$ cat config.mk
export PLATFORM = sky130hd
export DESIGN_NAME = uart_tx_ctrl
export DESIGN_NICKNAME = d
export VERILOG_FILES = /design/src/rtl/uart_tx_ctrl.sv
export SDC_FILE = /design/constraint.sdc
export NUM_CORES = 1
export LEC_CHECK = 0
export CORE_MARGIN = 1
export CORE_UTILIZATION = 46
export DETAILED_ROUTE_END_ITERATION = 8
export PLACE_DENSITY = 0.7
export SYNTH_ARGS = -nofsm -noshare
export SYNTH_HDL_FRONTEND = slang
export SYNTH_SLANG_ARGS = --single-unit
$ cat constraint.sdc
create_clock -name cpu_clk -period 2.7 [get_ports cpu_clk]
set_input_delay 0.54 -clock cpu_clk [delete_from_list [all_inputs] [get_ports cpu_clk]]
set_output_delay 0.54 -clock cpu_clk [all_outputs]
set_load 0.02 [all_outputs]
$ cat src/rtl/uart_tx_ctrl.sv
// uart_tx_ctrl
//   8N1 serial transmitter fed from the low byte of the register file (uart_reg).
//   A tx_start request captures tx_data and sends start bit, 8 data bits LSB
//   first and a stop bit on tx_serial. A one-deep holding buffer accepts one more
//   byte while a frame is in flight; it is chained onto the line with no idle gap.
//
//   Ports:
//     cpu_clk     in   single clock, rising edge
//     rst_n       in   asynchronous active-low reset
//     tx_data     in   [7:0] byte to send, sampled only on a tx_start cycle
//     tx_start    in   send request, one request per sampled cycle
//     tx_serial   out  UART line, idles high
//     tx_busy     out  frame in flight or holding buffer occupied
//     tx_done     out  1-cycle pulse on the last cycle of each stop bit
//     tx_overrun  out  1-cycle pulse when a request is dropped (buffer full)
//
//   state | meaning
//   ------+----------------------------------------------
//   IDLE  | line high, waiting for tx_start
//   START | start bit (line low)
//   DATA  | data bits shift_reg[bit_idx], LSB first
//   STOP  | stop bit (line high); chains to START if a byte is pending

module uart_tx_ctrl #(
    parameter int unsigned CLKS_PER_BIT = 868
) (
    input  logic       cpu_clk,
    input  logic       rst_n,
    input  logic [7:0] tx_data,
    input  logic       tx_start,
    output logic       tx_serial,
    output logic       tx_busy,
    output logic       tx_done,
    output logic       tx_overrun
);

    typedef enum logic [1:0] {IDLE, START, DATA, STOP} state_t;

    localparam logic [15:0] BIT_LAST = 16'(CLKS_PER_BIT - 1);
    // tx_done is registered, so it is armed one cycle before the stop bit ends
    localparam logic [15:0] DONE_ARM = 16'(CLKS_PER_BIT - 2);

    state_t      state;
    logic [15:0] baud_cnt;
    logic [2:0]  bit_idx;
    logic [7:0]  shift_reg;
    logic [7:0]  hold_reg;
    logic        hold_valid;
    logic        bit_end;
    logic        stop_end;

    assign bit_end  = (baud_cnt == BIT_LAST);
    assign stop_end = (state == STOP) && bit_end;

    always_ff @(posedge cpu_clk or negedge rst_n) begin
        if (!rst_n) begin
            state      <= IDLE;
            baud_cnt   <= '0;
            bit_idx    <= '0;
            shift_reg  <= '0;
            hold_reg   <= '0;
            hold_valid <= 1'b0;
            tx_serial  <= 1'b1;
            tx_busy    <= 1'b0;
            tx_done    <= 1'b0;
            tx_overrun <= 1'b0;
        end else begin
            tx_done    <= 1'b0;
            tx_overrun <= 1'b0;

            if (state != IDLE) begin
                baud_cnt <= bit_end ? '0 : baud_cnt + 16'd1;
            end

            // Requests during a frame go to the holding buffer. The STOP
            // bit_end cycle is handled below, where the buffer drains at the
            // same time and a new byte can always be accepted.
            if (state != IDLE && tx_start && !stop_end) begin
                if (!hold_valid) begin
                    hold_reg   <= tx_data;
                    hold_valid <= 1'b1;
                end else begin
                    tx_overrun <= 1'b1;
                end
            end

            case (state)
                IDLE: begin
                    tx_serial <= 1'b1;
                    baud_cnt  <= '0;
                    if (tx_start) begin
                        shift_reg <= tx_data;
                        tx_serial <= 1'b0;
                        tx_busy   <= 1'b1;
                        state     <= START;
                    end
                end
                START: begin
                    if (bit_end) begin
                        bit_idx   <= '0;
                        tx_serial <= shift_reg[0];
                        state     <= DATA;
                    end
                end
                DATA: begin
                    if (bit_end) begin
                        if (bit_idx == 3'd7) begin
                            tx_serial <= 1'b1;
                            state     <= STOP;
                        end else begin
                            bit_idx   <= bit_idx + 3'd1;
                            tx_serial <= shift_reg[bit_idx + 3'd1];
                        end
                    end
                end
                STOP: begin
                    if (baud_cnt == DONE_ARM) begin
                        tx_done <= 1'b1;
                    end
                    if (bit_end) begin
                        if (hold_valid) begin
                            // held byte goes out next; a same-cycle request refills the buffer
                            shift_reg  <= hold_reg;
                            hold_valid <= tx_start;
                            if (tx_start) begin
                                hold_reg <= tx_data;
                            end
                            tx_serial  <= 1'b0;
                            state      <= START;
                        end else if (tx_start) begin
                            // request on the final cycle chains straight on, no idle gap
                            shift_reg <= tx_data;
                            tx_serial <= 1'b0;
                            state     <= START;
                        end else begin
                            tx_busy <= 1'b0;
                            state   <= IDLE;
                        end
                    end
                end
                default: begin
                    tx_serial <= 1'b1;
                    tx_busy   <= 1'b0;
                    state     <= IDLE;
                end
            endcase
        end
    end

endmodule

==> flow_summary.toml, run 1 <==
[floorplan]
placement_rows = 24
die_area_um2 = 4920
io_pins = 15
initial_core_util = 0.484
placeableCoreArea_um2 = 4410
die_width_um = 70.1
chipHeight_um = 70.1

[timing]
finalHoldViolations = 0
rsz0062_at_grt = "no"
timing_worst_slew_pin_value_ns = 0.902
finalClockSkew_ns = 0.00780
timing.slew.headroom = 0.399
clock.fmax_mhz = 417
finalSetupViolations = 0
finalSetupTns_ns = 0
final_min_period_over_clock_period = 0.888
timing.final.ws_setup_ns = 0.302
final_period_minus_worst_setup_slack_ns = 2.40
timing.final.max_slew_violations = 0

[routing]
drt-vias-per-instance = 5.52
vias = 1480
ant_nets = 0
initialDrtViolationCount = 76
detail_route.wl_per_cell_um = 14.1
firstDrtPassIters = 4
drcViolationCount = 0
detail_route.wirelength_um = 3780

[pwr]
switching_portion_of_total_power = 0.338
vdd.ir_drop.worst_mv = 0.350
internal_power_mw = 1.34
switchingPower_mw = 0.682
leakage_nw = 1.05
clkPwrFrac = 0.249
power_density_nw_per_um2 = 826
sequentialPowerShare = 0.427
comb_power_share = 0.325

[job]
max-cap-violations = 0

[clock_network]
clk_transition_reported_paths_ns = 0.08
numClockSinks = 42
clock_buffer_count_from_cts = 5
worstSkewPairLatency_ns = 0.29
clock-root-buffer = "sky130_fd_sc_hd__clkbuf_8"
tritoncts = "built"
ctsHtreeMaxLevel = 2
cts_hold_buf = 0
cts_resized = 0
postCtsSetupBuffers = 0
clockBufferDepth = 2

[synth]
synth.ff_latch_count = 42
syn_avg_cell_area_um2 = 10.8
post_synth_instance_area_um2 = 2130
synth_nets = 217
yosys_warnings = 0
synth_ff_type = "sky130_fd_sc_hd__dfrtp_1"
synth_compound_area_frac = 0.127
yosysUniqueCellTypes = 36
combinational_family_with_the_most_area_after_synthesis = "simple AND/OR/NAND/NOR gates"
synth_sequential_area_ratio = 0.493
multiplexer_share_of_the_synthesized_area = 0.0891
synth_edf_count = 0
synth_adder_area_share = 0.0469
synthXorXnorAreaFrac = 0.0574
synth_async_sr_flop_share = 1.00
synth_simple_gate_area_frac = 0.165
synthCells = 198

[finish]
largest_register_ffs = 16
synthToLayoutAreaGrowth_pct = 14.6
finish.cell_count_without_fillers = 268
antennaDiodeCount = 0
drive_above_1_share = 0.130
layout_net_count = 235

[grt]
grt_ovf = 0
antenna_found_initial = 0
grt_max_degree = 43
number_of_global_route_vias_before_repair = 1493
first_pass_grt_wire_length_um = 6800
grt.total_usage = 0.177

[worst_setup_path]
startpoint_to_endpoint_class_of_the_critical_path = "flip-flop to flip-flop"
worst-endpoint-arrival_ns = 2.56
crit_path_start_kind = "flip-flop"
worst-endpoint-required_ns = 2.87
timing.critical_path.fanout_max = 9
r2r.worst_path.cells = 6
cp-end-kind = "flip-flop"

[placed_design]
gp_routability_congestion = 0.876
pre_cts_ws_ns = 0.321
dp_hpwl_um = 2680
port_buffer_cells = 14
post-place-cells = 261

[run_status]
outcome = "completed"

[min_path]
min_path_type = "primary input to async pin"
[worst max-delay path, stage by stage (launching register included)]
cell and delay [ns]:
sky130_fd_sc_hd__dfrtp_1 0.44, sky130_fd_sc_hd__or4_1 0.62, sky130_fd_sc_hd__nor4_4 0.37, sky130_fd_sc_hd__buf_4 0.19, sky130_fd_sc_hd__mux2i_2 0.13, sky130_fd_sc_hd__o21bai_1 0.33, sky130_fd_sc_hd__o2bb2ai_1 0.19
[power groups by stage]
stage	combinational, mW	clock [mW]	sequential, mW
6_report	0.656	0.502	0.862
5_1_grt	0.747	0.545	0.886
4_1_cts	0.664	0.515	0.862
3_5_place_dp	0.659	0	0.873
3_3_place_gp	0.650	0	0.871
2_1_floorplan	0.490	0	0.866
[cells in the mapped netlist (2+ instances only)]
cell type                   instances  area share
sky130_fd_sc_hd__dfrtp_1           41        0.48
sky130_fd_sc_hd__nor2_1            27       0.047
sky130_fd_sc_hd__nand2_1           14       0.025
sky130_fd_sc_hd__a22oi_1           10       0.035
sky130_fd_sc_hd__nand3_1           10       0.023
sky130_fd_sc_hd__xor2_1            10       0.041
sky130_fd_sc_hd__mux2_2             9       0.047
sky130_fd_sc_hd__ha_1               8       0.047
sky130_fd_sc_hd__o21ai_0            8       0.019
sky130_fd_sc_hd__o2bb2ai_1          8       0.033
sky130_fd_sc_hd__inv_1              6       0.011
sky130_fd_sc_hd__clkbuf_1           5      0.0088
sky130_fd_sc_hd__a21oi_1            4      0.0094
sky130_fd_sc_hd__xnor2_1            4       0.016
sky130_fd_sc_hd__mux2i_1            3       0.014
sky130_fd_sc_hd__nand4_1            3      0.0088
sky130_fd_sc_hd__nor3_1             3      0.0070
sky130_fd_sc_hd__and2_1             2      0.0059
sky130_fd_sc_hd__mux4_2             2       0.021
sky130_fd_sc_hd__nor2b_1            2      0.0059
sky130_fd_sc_hd__nor4_1             2      0.0059
sky130_fd_sc_hd__o31ai_1            2      0.0070
sky130_fd_sc_hd__or4b_1             2      0.0094
[cell type report]
type / instances / area, um2
Multi-Input combinational cell: 144 / 1040
Fill cell: 397 / 1970
Inverter: 6 / 22.5
Tap cell: 52 / 65.1
Sequential cell: 42 / 1050
Clock inverter: 1 / 30.0
Timing Repair Buffer: 17 / 158
Clock buffer: 6 / 82.6
[per-stage QoR]
stage	area, um2	hold slack, ns	utilization	power (mW)
finish	2450	0.376	0.554	2.02
global route	2450	0.451	0.554	2.18
CTS	2450	0.408	0.554	2.04
detailed placement	2330	0.473	0.529	1.53
global placement	2330	0.470	0.529	1.52
floorplan	2130	0.244	-	1.36
[path summary, 6_finish.rpt]
path	startpoint	endpoint	slack (ns)
min in group cpu_clk	tx_serial	tx_serial	0.48
max reg2reg	baud_cnt[7]	shift_reg[3]	0.30
max in group asynchronous	rst_n	baud_cnt[9]	1.76
min reg2reg	tx_serial	tx_serial	0.48
min	rst_n	shift_reg[3]	0.38
max	baud_cnt[7]	shift_reg[3]	0.30
[per-layer routing]
layer / up-vias / share of wire / track usage
met1: 706 / 0.50 / 0.240
li1: 745 / - / -
met5: - / 0 / 0
met3: 10 / 0.025 / 0.0433
met2: 19 / 0.46 / 0.274
met4: 0 / 0.021 / 0.0711
[cell families (layout without fill, tap and decap cells)]
group / Yosys count / in the layout
AND/OR/NAND/NOR: 71 / 71
AO/OA/AOI/OAI: 36 / 36
flip-flops: 42 / 42
XOR/XNOR: 14 / 14
buffers and inverters: 12 / 30
multiplexers: 15 / 15
adder cells (fa/ha/maj): 8 / 8
[placed cells by master (no fill, tap or decap), drive strengths merged]
cell type	count
and3	1
o21ai	8
nand3	10
and2	2
clkdlybuf4s50	13
dfrtp	41
ha	8
inv	6
nor2	27
nor3	3
mux4	2
nand4	3
o31ai	2
mux2	9
dfstp	1
nand2	14
or4	1
xnor2	4
a22oi	10
o21bai	1
and4	1
a31oi	1
nand2b	1
o2bb2ai	8
buf	4
a211oi	1
bufinv	1
nor4	3
or2	1
or4b	2
xor2	10
a21oi	4
clkbuf	6
mux2i	4
nor2b	2
a2111oi	1
(Power assumes the default switching activity.)
==> run 2, diff against run 1 <==
- RECOVER_POWER: unset -> 100
==> run 2 against run 1 <==
Largest power group unchanged; cell count unchanged; the run now ends with max-capacitance violations, max-slew violations left; core utilization decreased by 0.26 points; critical endpoint is now hold_reg[2]; global-route usage unchanged; sequential share of layout area increased by 0.20 points.
==> flow_summary.toml, run 2 (synthesized netlist as in run 1, its figures left out) <==
[job]
max-cap-violations = 1

[worst_setup_path]
timing.critical_path.fanout_max = 8
cp-end-kind = "flip-flop"
worst-endpoint-required_ns = 2.88
crit_path_start_kind = "flip-flop"
worst-endpoint-arrival_ns = 2.61
startpoint_to_endpoint_class_of_the_critical_path = "flip-flop to flip-flop"

[timing]
timing.final.max_slew_violations = 43
finalHoldViolations = 0
finalClockSkew_ns = 0.00755
rsz0062_at_grt = "no"
final_min_period_over_clock_period = 0.901
clock.fmax_mhz = 411
finalSetupViolations = 0
finalSetupTns_ns = 0
timing_worst_slew_pin_value_ns = 2.15
final_period_minus_worst_setup_slack_ns = 2.43
timing.slew.headroom = -0.434

[clock_network]
ctsHtreeMaxLevel = 2
postCtsSetupBuffers = 0
cts_resized = 0
worstSkewPairLatency_ns = 0.29
clockBufferDepth = 2
clock_buffer_count_from_cts = 5
clk_transition_reported_paths_ns = 0.08
tritoncts = "built"
numClockSinks = 42
cts_hold_buf = 0
clock-root-buffer = "sky130_fd_sc_hd__clkbuf_8"

[run_status]
failing_checks = "max-capacitance violations, max-slew violations"
outcome = "complete, but fails checks"

[floorplan]
chipHeight_um = 70.1
die_width_um = 70.1
die_area_um2 = 4920
initial_core_util = 0.484
io_pins = 15
placeableCoreArea_um2 = 4410
placement_rows = 24

[finish]
layout_net_count = 235
layout_commonest_cell = "sky130_fd_sc_hd__dfrtp_1"
multi_input_comb_area_um2 = 1030
layout_common_cells = "41 x sky130_fd_sc_hd__dfrtp_1, 27 x sky130_fd_sc_hd__nor2_1, 14 x sky130_fd_sc_hd__nand2_1"
antennaDiodeCount = 0
filler_cell_count = 397
drive_above_1_share = 0.111
final_instance_area_um2 = 2430
synthToLayoutAreaGrowth_pct = 14.1
largest_register_ffs = 16
regArea_um2 = 1050

[grt]
antenna_found_initial = 0
grt.total_usage = 0.177
number_of_global_route_vias_before_repair = 1493
first_pass_grt_wire_length_um = 6800
grt_max_degree = 43
grt_ovf = 0

[pwr]
vdd.ir_drop.worst_mv = 0.349
power_density_nw_per_um2 = 824
leakage_nw = 1.05

[routing]
vias = 1486
detail_route.wl_per_cell_um = 14.2
drcViolationCount = 0
detail_route.wirelength_um = 3810
drt-vias-per-instance = 5.54
firstDrtPassIters = 4
ant_nets = 0
initialDrtViolationCount = 85

[min_path]
min_path_type = "flip-flop to flip-flop"

[placed_design]
dp_hpwl_um = 2680
placement.cell_area_um2 = 2330
gp_routability_congestion = 0.876
port_buffer_cells = 14
-- run 2: cell types whose count changed in the layout (fill, tap and decap cells not counted) --
| cell | before | now |
|---|---|---|
| sky130_fd_sc_hd__a2111oi_0 | 0 | 1 |
| sky130_fd_sc_hd__or2_1 | 0 | 1 |
| sky130_fd_sc_hd__a2111oi_2 | 1 | 0 |
| sky130_fd_sc_hd__buf_4 | 3 | 2 |
| sky130_fd_sc_hd__dlygate4sd3_1 | 0 | 4 |
| sky130_fd_sc_hd__clkdlybuf4s50_1 | 13 | 9 |
| sky130_fd_sc_hd__buf_2 | 1 | 0 |
| sky130_fd_sc_hd__clkbuf_1 | 0 | 2 |
| sky130_fd_sc_hd__or2_2 | 1 | 0 |
-- run 2: layout make-up --
| cell class | instances | area share |
|---|---|---|
| clock inverter | 1 | 0.0123 |
| timing repair buffer | 17 | 0.0627 |
| multi-input combinational | 144 | 0.423 |
| tap | 52 | 0.0267 |
| inverter | 6 | 0.00925 |
| sequential | 42 | 0.432 |
| clock buffer | 6 | 0.0339 |
-- run 2: power breakdown --
group,internal (mW),switching [mW],total (mW)
Clock,0.296,0.207,0.503
Sequential,0.759,0.102,0.861
Combinational,0.274,0.369,0.644
Total,1.33,0.678,2.01
-- run 2: critical path: stages, from the launching register on --
cell,delay [ns]
sky130_fd_sc_hd__dfrtp_1,0.44
sky130_fd_sc_hd__or4_1,0.63
sky130_fd_sc_hd__nor4_4,0.34
sky130_fd_sc_hd__a2111oi_0,0.20
sky130_fd_sc_hd__a31oi_4,0.34
sky130_fd_sc_hd__mux2_2,0.38
-- run 2: worst paths after layout --
path / from / to / slack [ns] / cells after the start
max: baud_cnt[7] / hold_reg[2] / 0.27 / 5
min: tx_serial / tx_serial / 0.48 / 2
max reg2reg: baud_cnt[7] / hold_reg[2] / 0.27 / 5
min reg2reg: tx_serial / tx_serial / 0.48 / 2
max in group asynchronous: rst_n / baud_cnt[3] / 0.59 / 1
min in group asynchronous: rst_n / shift_reg[3] / 0.86 / 1
-- run 2: through the flow --
stage | utilization | hold slack (ns) | setup WS, ns | power [mW] | std cells
floorplan | - | 0.244 | 0.266 | 1.36 | 198
global placement | 0.529 | 0.470 | 0.369 | 1.52 | 261
detailed placement | 0.529 | 0.473 | 0.321 | 1.53 | 261
CTS | 0.554 | 0.408 | 0.279 | 2.04 | 268
global route | 0.552 | 0.492 | 0.0847 | 2.17 | 268
finish | 0.552 | 0.481 | 0.267 | 2.01 | 268
-- run 2: metal layers --
| metal | part of all wire | routed length (um) | vias to the layer above | global-route usage |
|---|---|---|---|---|
| met5 | 0 | 0 | - | 0 |
| li1 | - | - | 745 | - |
| met3 | 0.026 | 99 | 10 | 0.0433 |
| met1 | 0.49 | 1880 | 708 | 0.240 |
| met4 | 0.016 | 62 | 0 | 0.0711 |
| met2 | 0.46 | 1770 | 23 | 0.274 |
==> run 3, diff against run 2 <==
- SETUP_SLACK_MARGIN: unset -> 0.2
- TNS_END_PERCENT: unset -> 30
==> run 3 against run 2 <==
The flow now finishes without violations; critical path depth is the same; combinational power rose by 3%; first-iteration DRC count fell by 2.4%; final area up 0.36%; global-route usage unchanged; sequential share of layout area is 0.15 points lower; sequential cell count unchanged; total power increased by 0.84%; via count is 0.40% lower; worst setup slack better by 0.030 ns; largest cell class unchanged; largest power group unchanged.
==> flow_summary.toml, run 3 (synthesized netlist as in run 1, its figures left out) <==
[run_status]
outcome = "completed"

[pwr]
vdd.ir_drop.worst_mv = 0.355
leakage_nw = 1.05
post-layout-total-power_mw = 2.02
power_density_nw_per_um2 = 828

[worst_setup_path]
r2r.worst_path.cells = 5
worst-endpoint-required_ns = 2.88
cp-end-kind = "flip-flop"
worst_path_dominant_cell_family = "simple AND/OR/NAND/NOR gates"
path_buf_inv = 0
cp_num_cells = 5
startpoint_to_endpoint_class_of_the_critical_path = "flip-flop to flip-flop"
critical-path-max-stage-delay_ns = 0.61
crit_chain = "or4b_1 > nor4_4 > a2111oi_0 > a31oi_4 > mux2_2"
worst-endpoint-arrival_ns = 2.58
slowest_stage_cell_crit_path = "sky130_fd_sc_hd__or4b_1"
timing.critical_path.fanout_max = 8
crit_path_start_kind = "flip-flop"

[floorplan]
io_pins = 15
chipHeight_um = 70.1
die_area_um2 = 4920
initial_core_util = 0.484
placeableCoreArea_um2 = 4410
placement_rows = 24
die_width_um = 70.1

[finish]
final_instance_area_um2 = 2440
layout_common_cells = "41 x sky130_fd_sc_hd__dfrtp_1, 27 x sky130_fd_sc_hd__nor2_1, 14 x sky130_fd_sc_hd__nand2_1"
synthToLayoutAreaGrowth_pct = 14.5
final_core_utilization = 0.554
layout_net_count = 235
antennaDiodeCount = 0
filler_cell_count = 397
drive_above_1_share = 0.120
largest_register_ffs = 16
finish.cell_count_without_fillers = 268
layout_commonest_cell = "sky130_fd_sc_hd__dfrtp_1"

[clock_network]
clock-root-buffer = "sky130_fd_sc_hd__clkbuf_8"
clockBufferDepth = 2
clk_transition_reported_paths_ns = 0.08
clock_buffer_count_from_cts = 5
ctsHtreeMaxLevel = 2
cts_hold_buf = 0
tritoncts = "built"
worstSkewPairLatency_ns = 0.29
numClockSinks = 42

[placed_design]
pre_cts_ws_ns = 0.321
gp_routability_congestion = 0.876
post-place-cells = 261
port_buffer_cells = 14
dp_hpwl_um = 2680
placement.cell_area_um2 = 2330

[timing]
rsz0062_at_grt = "no"
timing.slew.headroom = 0.396
finalSetupViolations = 0
finalClockSkew_ns = 0.00760
timing_worst_slew_pin_value_ns = 0.905
timing.final.max_slew_violations = 0
timing.final.ws_setup_ns = 0.297
finalHoldViolations = 0
final_period_minus_worst_setup_slack_ns = 2.40
finalSetupTns_ns = 0
final.hold.worst_slack_ns = 0.378
clock.fmax_mhz = 416
final_min_period_over_clock_period = 0.890

[routing]
drt-vias-per-instance = 5.52
vias = 1480
detail_route.wirelength_um = 3820
detail_route.wl_per_cell_um = 14.2
firstDrtPassIters = 5
drcViolationCount = 0
ant_nets = 0
initialDrtViolationCount = 83

[job]
max-cap-violations = 0

[min_path]
min_path_type = "primary input to async pin"

[grt]
first_pass_grt_wire_length_um = 6800
grt_ovf = 0
antenna_found_initial = 0
number_of_global_route_vias_before_repair = 1493
grt_max_degree = 43
grt.total_usage = 0.177
run 3: cell count changes in the layout (fill, tap and decap cells not counted):
cell / before / now
sky130_fd_sc_hd__o21bai_4: 0 / 1
sky130_fd_sc_hd__buf_4: 2 / 1
sky130_fd_sc_hd__buf_2: 0 / 1
sky130_fd_sc_hd__or2_1: 1 / 0
sky130_fd_sc_hd__o21bai_1: 1 / 0
sky130_fd_sc_hd__or2_2: 0 / 1
run 3: what timing repair did:
| item | CTS | global route |
|---|---|---|
| gates resized for setup | 0 | 2 |
| endpoints found under the setup margin | 0 | 14 |
| hold endpoints to repair | 0 | 0 |
| buffers inserted | 0 | 0 |
run 3: layout make-up:
type / count / area [um2] / share of cell area
inverters: 6 / 22.5 / 0.00922
repair buffers: 17 / 150 / 0.0614
flip-flops and latches: 42 / 1050 / 0.431
multi-input cells: 144 / 1040 / 0.426
clock inverters: 1 / 30.0 / 0.0123
clock buffers: 6 / 82.6 / 0.0338
well taps: 52 / 65.1 / 0.0266
run 3: routing by layer:
layer / part of all wire / up-vias / GRT usage
met2: 0.46 / 17 / 0.274
met3: 0.028 / 8 / 0.0433
met1: 0.49 / 710 / 0.240
met4: 0.018 / 0 / 0.0711
li1: - / 745 / -
met5: 0 / - / 0
run 3: worst paths after layout:
check / endpoint / slack (ns) / startpoint
setup / recovery: hold_reg[3] / 0.30 / baud_cnt[2]
setup reg to reg: hold_reg[3] / 0.30 / baud_cnt[2]
max in group asynchronous: baud_cnt[3] / 1.75 / rst_n
hold reg to reg: tx_serial / 0.48 / tx_serial
min in group cpu_clk: tx_serial / 0.48 / tx_serial
hold / removal: shift_reg[3] / 0.38 / rst_n
run 3: worst reg2reg max path: stages (launching register included):
cell and delay, ns:
sky130_fd_sc_hd__dfrtp_1 0.45, sky130_fd_sc_hd__or4b_1 0.61, sky130_fd_sc_hd__nor4_4 0.32, sky130_fd_sc_hd__a2111oi_0 0.21, sky130_fd_sc_hd__a31oi_4 0.33, sky130_fd_sc_hd__mux2_2 0.38
run 3: report_power, final:
part           switching (mW)  total [mW]  internal [mW]
logic                   0.375       0.662          0.287
clock network           0.206       0.502          0.296
registers               0.102       0.861          0.758
